===== src/rtl/fft_pkg.sv =====
// Shared definitions for the FFT output path: framer state encoding,
// burst/point widths, the complex sample type and a frame-total helper.
package fft_pkg;

    localparam int FFT_MAX_POINT = 1024;
    localparam int FFT_BURST_W   = 10;
    localparam int FFT_POINT_W   = $clog2(FFT_MAX_POINT) + 1;
    localparam int FFT_TOTAL_W   = FFT_BURST_W + FFT_POINT_W;
    localparam int FFT_DATA_W    = 16;

    typedef enum logic [1:0] {
        IDLE = 2'b00,
        RUN  = 2'b01,
        DONE = 2'b10
    } fsm_state_t;

    typedef struct packed {
        logic [FFT_DATA_W-1:0] imag;
        logic [FFT_DATA_W-1:0] re;
    } cplx_t;

    // Number of samples in a whole burst: (burst + 1) * point.
    function automatic logic [FFT_TOTAL_W-1:0] frame_total(
        input logic [FFT_BURST_W-1:0] burst,
        input logic [FFT_POINT_W-1:0] point
    );
        return (FFT_TOTAL_W'(burst) + FFT_TOTAL_W'(1)) * FFT_TOTAL_W'(point);
    endfunction

endpackage


===== src/rtl/sync_fifo.sv =====
// Single-clock show-ahead FIFO with full/empty flags and synchronous flush.
// A write while full is accepted when a read happens in the same cycle.
module sync_fifo #(
    parameter int WIDTH = 32,
    parameter int DEPTH = 16
) (
    input  logic             clk,
    input  logic             reset_n,
    input  logic             flush,
    input  logic             wr_en,
    input  logic [WIDTH-1:0] wr_data,
    input  logic             rd_en,
    output logic [WIDTH-1:0] rd_data,
    output logic             full,
    output logic             empty
);

    localparam int AW = $clog2(DEPTH);

    logic [AW:0]      wr_ptr;
    logic [AW:0]      rd_ptr;
    logic [WIDTH-1:0] mem [DEPTH];
    logic             wr_ok;
    logic             rd_ok;

    assign empty   = (wr_ptr == rd_ptr);
    assign full    = (wr_ptr[AW] != rd_ptr[AW]) && (wr_ptr[AW-1:0] == rd_ptr[AW-1:0]);
    assign rd_ok   = rd_en & ~empty;
    assign wr_ok   = wr_en & (~full | rd_ok);
    assign rd_data = mem[rd_ptr[AW-1:0]];

    // NOTE: state registers use non-blocking assignments so every flop samples pre-edge values.
    always_ff @(posedge clk or negedge reset_n) begin
        if (!reset_n) begin
            wr_ptr <= '0;
            rd_ptr <= '0;
        end else if (flush) begin
            wr_ptr <= '0;
            rd_ptr <= '0;
        end else begin
            if (wr_ok) wr_ptr <= wr_ptr + 1'b1;
            if (rd_ok) rd_ptr <= rd_ptr + 1'b1;
        end
    end

    // NOTE: storage is not reset; the pointers alone define which entries are valid.
    always_ff @(posedge clk) begin
        if (wr_ok) mem[wr_ptr[AW-1:0]] <= wr_data;
    end

endmodule


===== src/rtl/fft_out_framer.sv =====
// AXI4-Stream framer for the FFT result stream: FIFO buffering, tlast every
// r_point beats, burst completion. FFT_OUT_FRAMER_OVF_EN adds sticky o_overflow.
module fft_out_framer
    import fft_pkg::*;
#(
    parameter int DATA_W     = 16,
    parameter int FIFO_DEPTH = 16
) (
    input  logic                   clk,
    input  logic                   reset_n,
    input  logic                   i_start,
    input  logic [FFT_BURST_W-1:0] i_burst,
    input  logic [FFT_POINT_W-1:0] i_point,
    input  logic                   i_valid,
    input  logic [2*DATA_W-1:0]    i_data,
    output logic [2*DATA_W-1:0]    m_axis_tdata,
    output logic                   m_axis_tvalid,
    input  logic                   m_axis_tready,
    output logic                   m_axis_tlast,
    output logic                   o_busy,
    output logic                   o_done,
`ifdef FFT_OUT_FRAMER_OVF_EN
    output logic                   o_overflow,
`endif
    output logic [FFT_BURST_W-1:0] o_frame_cnt
);

    fsm_state_t             cs;
    logic                   start_d;
    logic [FFT_POINT_W-1:0] r_point;
    logic [FFT_BURST_W-1:0] r_burst;
    logic [FFT_TOTAL_W-1:0] r_total;
    logic [FFT_TOTAL_W-1:0] in_cnt;
    logic [FFT_POINT_W-1:0] point_cnt;
    logic [FFT_BURST_W-1:0] frame_cnt;

    logic                   start_pulse;
    logic                   run;
    logic                   in_room;
    logic                   wr;
    logic                   rd;
    logic                   last_pt;
    logic                   flush;
    logic                   fifo_full;
    logic                   fifo_empty;
    logic [2*DATA_W-1:0]    head;

    assign start_pulse   = i_start & ~start_d;
    assign run           = (cs == RUN);
    assign flush         = (cs == IDLE) & start_pulse;
    assign in_room       = (in_cnt < r_total);
    assign m_axis_tvalid = run & ~fifo_empty;
    assign rd            = m_axis_tvalid & m_axis_tready;
    assign wr            = run & i_valid & in_room & (~fifo_full | rd);
    assign last_pt       = (point_cnt == r_point - FFT_POINT_W'(1));
    assign m_axis_tlast  = m_axis_tvalid & last_pt;
    // Gate the head so tdata reads 0 whenever nothing is offered (incl. reset).
    assign m_axis_tdata  = m_axis_tvalid ? head : '0;
    assign o_frame_cnt   = frame_cnt;

    sync_fifo #(
        .WIDTH (2*DATA_W),
        .DEPTH (FIFO_DEPTH)
    ) u_fifo (
        .clk     (clk),
        .reset_n (reset_n),
        .flush   (flush),
        .wr_en   (wr),
        .wr_data (i_data),
        .rd_en   (rd),
        .rd_data (head),
        .full    (fifo_full),
        .empty   (fifo_empty)
    );

    always_ff @(posedge clk or negedge reset_n) begin
        if (!reset_n) start_d <= 1'b0;
        else          start_d <= i_start;
    end

    always_ff @(posedge clk or negedge reset_n) begin
        if (!reset_n) begin
            cs        <= IDLE;
            o_busy    <= 1'b0;
            o_done    <= 1'b0;
            r_point   <= '0;
            r_burst   <= '0;
            r_total   <= '0;
            in_cnt    <= '0;
            point_cnt <= '0;
            frame_cnt <= '0;
        end else begin
            case (cs)
                IDLE: begin
                    o_done <= 1'b0;
                    if (start_pulse) begin
                        cs        <= RUN;
                        o_busy    <= 1'b1;
                        r_point   <= i_point;
                        r_burst   <= i_burst;
                        r_total   <= frame_total(i_burst, i_point);
                        in_cnt    <= '0;
                        point_cnt <= '0;
                        frame_cnt <= '0;
                    end
                end
                RUN: begin
                    if (wr) in_cnt <= in_cnt + FFT_TOTAL_W'(1);
                    if (rd) begin
                        if (last_pt) begin
                            point_cnt <= '0;
                            // The final frame ends the burst without bumping frame_cnt.
                            if (frame_cnt == r_burst) begin
                                cs     <= DONE;
                                o_busy <= 1'b0;
                                o_done <= 1'b1;
                            end else begin
                                frame_cnt <= frame_cnt + FFT_BURST_W'(1);
                            end
                        end else begin
                            point_cnt <= point_cnt + FFT_POINT_W'(1);
                        end
                    end
                end
                DONE: begin
                    cs     <= IDLE;
                    o_done <= 1'b0;
                end
                default: begin
                    cs     <= IDLE;
                    o_busy <= 1'b0;
                    o_done <= 1'b0;
                end
            endcase
        end
    end

`ifdef FFT_OUT_FRAMER_OVF_EN
    logic drop;
    assign drop = run & i_valid & in_room & fifo_full & ~rd;

    always_ff @(posedge clk or negedge reset_n) begin
        if (!reset_n)   o_overflow <= 1'b0;
        else if (flush) o_overflow <= 1'b0;
        else if (drop)  o_overflow <= 1'b1;
    end
`endif

endmodule


===== config.mk =====
export PLATFORM = sky130hd
export DESIGN_NAME = fft_out_framer
export DESIGN_NICKNAME = d
export VERILOG_FILES = /design/src/rtl/fft_pkg.sv /design/src/rtl/sync_fifo.sv /design/src/rtl/fft_out_framer.sv
export SDC_FILE = /design/constraint.sdc
export NUM_CORES = 1
export LEC_CHECK = 0
export CORE_UTILIZATION = 35
export CTS_CLUSTER_SIZE = 25
export DETAILED_ROUTE_END_ITERATION = 7
export PLACE_DENSITY_LB_ADDON = 0.2
export SETUP_SLACK_MARGIN = 0.5
export SLEW_MARGIN = 20
export SYNTH_ARGS = -nofsm -noshare
export SYNTH_HDL_FRONTEND = slang
export SYNTH_SLANG_ARGS = --single-unit

===== constraint.sdc =====
create_clock -name clk -period 7 [get_ports clk]
set_clock_uncertainty 0.2 [all_clocks]
set_input_delay 1.4 -clock clk [delete_from_list [all_inputs] [get_ports clk]]
set_output_delay 1.4 -clock clk [all_outputs]
set_load 0.02 [all_outputs]

==> flow_summary.yaml <==
outcome:
  status: "finished, final reports clean"
worst_setup_path:
  path_cells: "clkdlybuf4s50_1 -> and3_1 -> nand3_1 -> xnor2_1 -> buf_4 -> nand2_1 -> fa_1 -> inv_1 -> fa_1 -> fa_1 -> fa_1 -> inv_1 -> fa_1 -> inv_1 -> ha_4 -> and3_4 -> a221o_1 -> a21o_1 -> a31oi_1 -> xor2_1 -> o21ai_1"
  crit_type: "primary input to flop"
  cp_num_buf_inv: 5
  reg2regPathDepth: 8
  r2r_end: "u_fifo.mem[10][25]"
  reg2reg_slack_ns: 2.97
  cp.arrival_ns: 6.57
  cpMostUsedCell: "fa_1"
  r2r-start: "cs[0]"
  cpLargestDelayFamily: "adder cells"
  critPathLaunchType: "primary input"
  critPathMaxStageDelay_ns: 0.53
  crit_path_top_delay_cell: "fa_1"
  cp_max_fo: 4
  cp-end-kind: "flop"
  crit_required_ns: 7.25
sta:
  period_share: 0.903
  final-hold-violation-count: 0
  fmax_ghz: 0.158
  worstMarginPinSlew_ns: 1.01
  relSlewSlack: 0.320
  period_needed_ns: 6.32
  rsz0062_at_grt: "false"
  setup_violations: 0
  fin_tns_setup_ns: 0
  slew_viol_final: 0
clocking:
  cts.sinks: 611
  clock_latency_ns: 0.60
  cts_root_buf: "clkbuf_16"
  clk_path_buf_depth: 3
  cts.clk_slew.worst_paths_ns: 0.05
  cts_tree: "yes"
  htreeDepth: 3
  cts_made_buffers: 68
hold_path:
  min_from: "r_total[13]"
  hold_end: "r_total[13]"
  min_path_cells: 2
  hp-class: "flop to flop"
synthesis:
  ys_ff_latch: 611
  syn_nets: 2065
  synth_flop_cell: "edfxtp_1"
  synth-edff-count: 512
  syn_inst: 1841
  synth_area_leaders: "edfxtp_1 (53%), mux4_2 (12%), dfrtp_1 (8.6%), fa_1 (5.5%), ha_1 (3.8%)"
  synth-async-reset-ratio: 0.162
  yosysWarnings: 0
  netlist_area_um2: 29000
  ys_types: 67
  syn_area_per_cell_um2: 15.7
  post-synth-top-count-cell: "edfxtp_1"
  synth_top_cell_by_area: "edfxtp_1"
  yosys.area.top_type_share: 0.531
  synth.top_cells.by_count: "edfxtp_1 (512), nand2_1 (181), mux4_2 (160)"
  ys_seq_area_frac: 0.616
route:
  wl_per_cell_um: 21.3
  vias_per_cell: 5.03
  num_vias: 15900
  ant_nets: 0
  drc: 0
  drt_first_pass_iters: 5
  drt_wl_total_mm: 67.4
  drt_iter0_markers: 1073
placed_design:
  hpwl_mm: 41.0
  io_buffer_count: 103
  finalWeightedCongestion: 0.802
global_route:
  gr-usage-all-layers: 0.166
  grt_max_degree: 67
  antenna_found_initial: 3
  grt_pass1_wl_mm: 104
  grt_pass1_vias: 17100
  overflow: 0
floorplanning:
  rows: 105
  fp.dieW_um: 290
  io-pin-count: 104
  start_util: 0.353
  fp.dieArea_um2: 83900
  coreArea_um2: 82000
  die_h_um: 290
cells_and_area:
  fin_nets: 2266
  drive_above_1_share: 0.209
  num_antenna_cells: 0
  area_delta_synth_final_pct: 18.8
pwr:
  power.density_nw_per_um2: 394
  finalPower_w: 0.0136
  power_leakage_nw: 12.7
  vdd_drop_max_mv: 0.323
flow_run:
  max-cap-violations: 0
==> layer usage <==
metal,track usage,wire length [µm]
met5,0,43
met4,0.0353,931
met3,0.0317,3260
met2,0.279,33300
met1,0.223,29900
==> sequential cells by signal, summed over array words and instances, names as in the netlist, 10 cells and up <==
name         count
r_total         21
r_burst         10
r_point         11
o_frame_cnt     10
point_cnt       11
in_cnt          21
u_fifo.mem     512
==> kinds of logic after synthesis <==
| logic type | synth area share |
|---|---|
| adder cells (fa/ha/maj) | 0.0922 |
| XOR/XNOR | 0.0236 |
| flip-flops | 0.616 |
| multiplexers | 0.127 |
| AO/OA/AOI/OAI | 0.0288 |
| AND/OR/NAND/NOR | 0.0824 |
| buffers and inverters | 0.0300 |
==> worst register-to-register path: stages, from the launching register on <==
cell and delay [ns]:
dfrtp_1 0.41, nor2b_1 0.82, nand3b_1 0.16, a221oi_1 0.26, nor3b_4 0.22, buf_4 0.30
nand2_1 0.28, nor2_4 0.48, buf_4 0.52
==> area by class of cell <==
type | count | area (µm²)
fill | 7495 | 47600
sequential | 611 | 17900
multi-input combinational | 1005 | 10500
timing repair buffer | 219 | 1910
clock buffer | 83 | 1790
tap | 1070 | 1340
inverter | 137 | 514
clock inverter | 42 | 479
==> worst max-delay path by stage <==
stage                          start     endpoint  cells after the start
after floorplan           i_burst[0]  r_total[20]                     22
after global placement    i_burst[0]  r_total[20]                     23
after detailed placement  i_burst[0]  r_total[20]                     23
after CTS                 i_burst[5]  r_total[19]                     22
after global routing      i_burst[8]  r_total[19]                     21
final                     i_burst[8]  r_total[19]                     21
==> through the flow <==
stage | util | worst slack, ns | instance area, µm² | instances | hold slack [ns]
5_1_grt | 0.420 | 0.501 | 34400 | 3167 | 0.311
6_report | 0.420 | 0.679 | 34400 | 3167 | 0.286
3_3_place_gp | 0.391 | -0.335 | 32000 | 3036 | 0.274
2_1_floorplan | - | 0.520 | 29100 | 1841 | 0.249
4_1_cts | 0.419 | 0.502 | 34300 | 3163 | 0.288
3_5_place_dp | 0.391 | -0.360 | 32000 | 3036 | 0.277
==> repair_timing <==
item	CTS	global route
endpoints found under the setup margin	9	10
resized for setup	10	22
pin swaps	9	18
hold buffers	0	0
buffers inserted	2	4
==> power by group <==
part	switching, W	total, W	internal (W)
registers	0.000271	0.00460	0.00433
logic	0.00269	0.00539	0.00269
clock network	0.00148	0.00358	0.00210
==> cells in the final DEF (no fill, tap or decap), drive strengths merged, types with 79 or more instances in the layout <==
master	count
edfxtp	512
and2	87
clkbuf	88
inv	140
dfrtp	99
buf	117
clkdlybuf4s50	94
ha	87
fa	79
nand2	182
mux4	160
No activity file was read; power rests on OpenSTA's default activity.
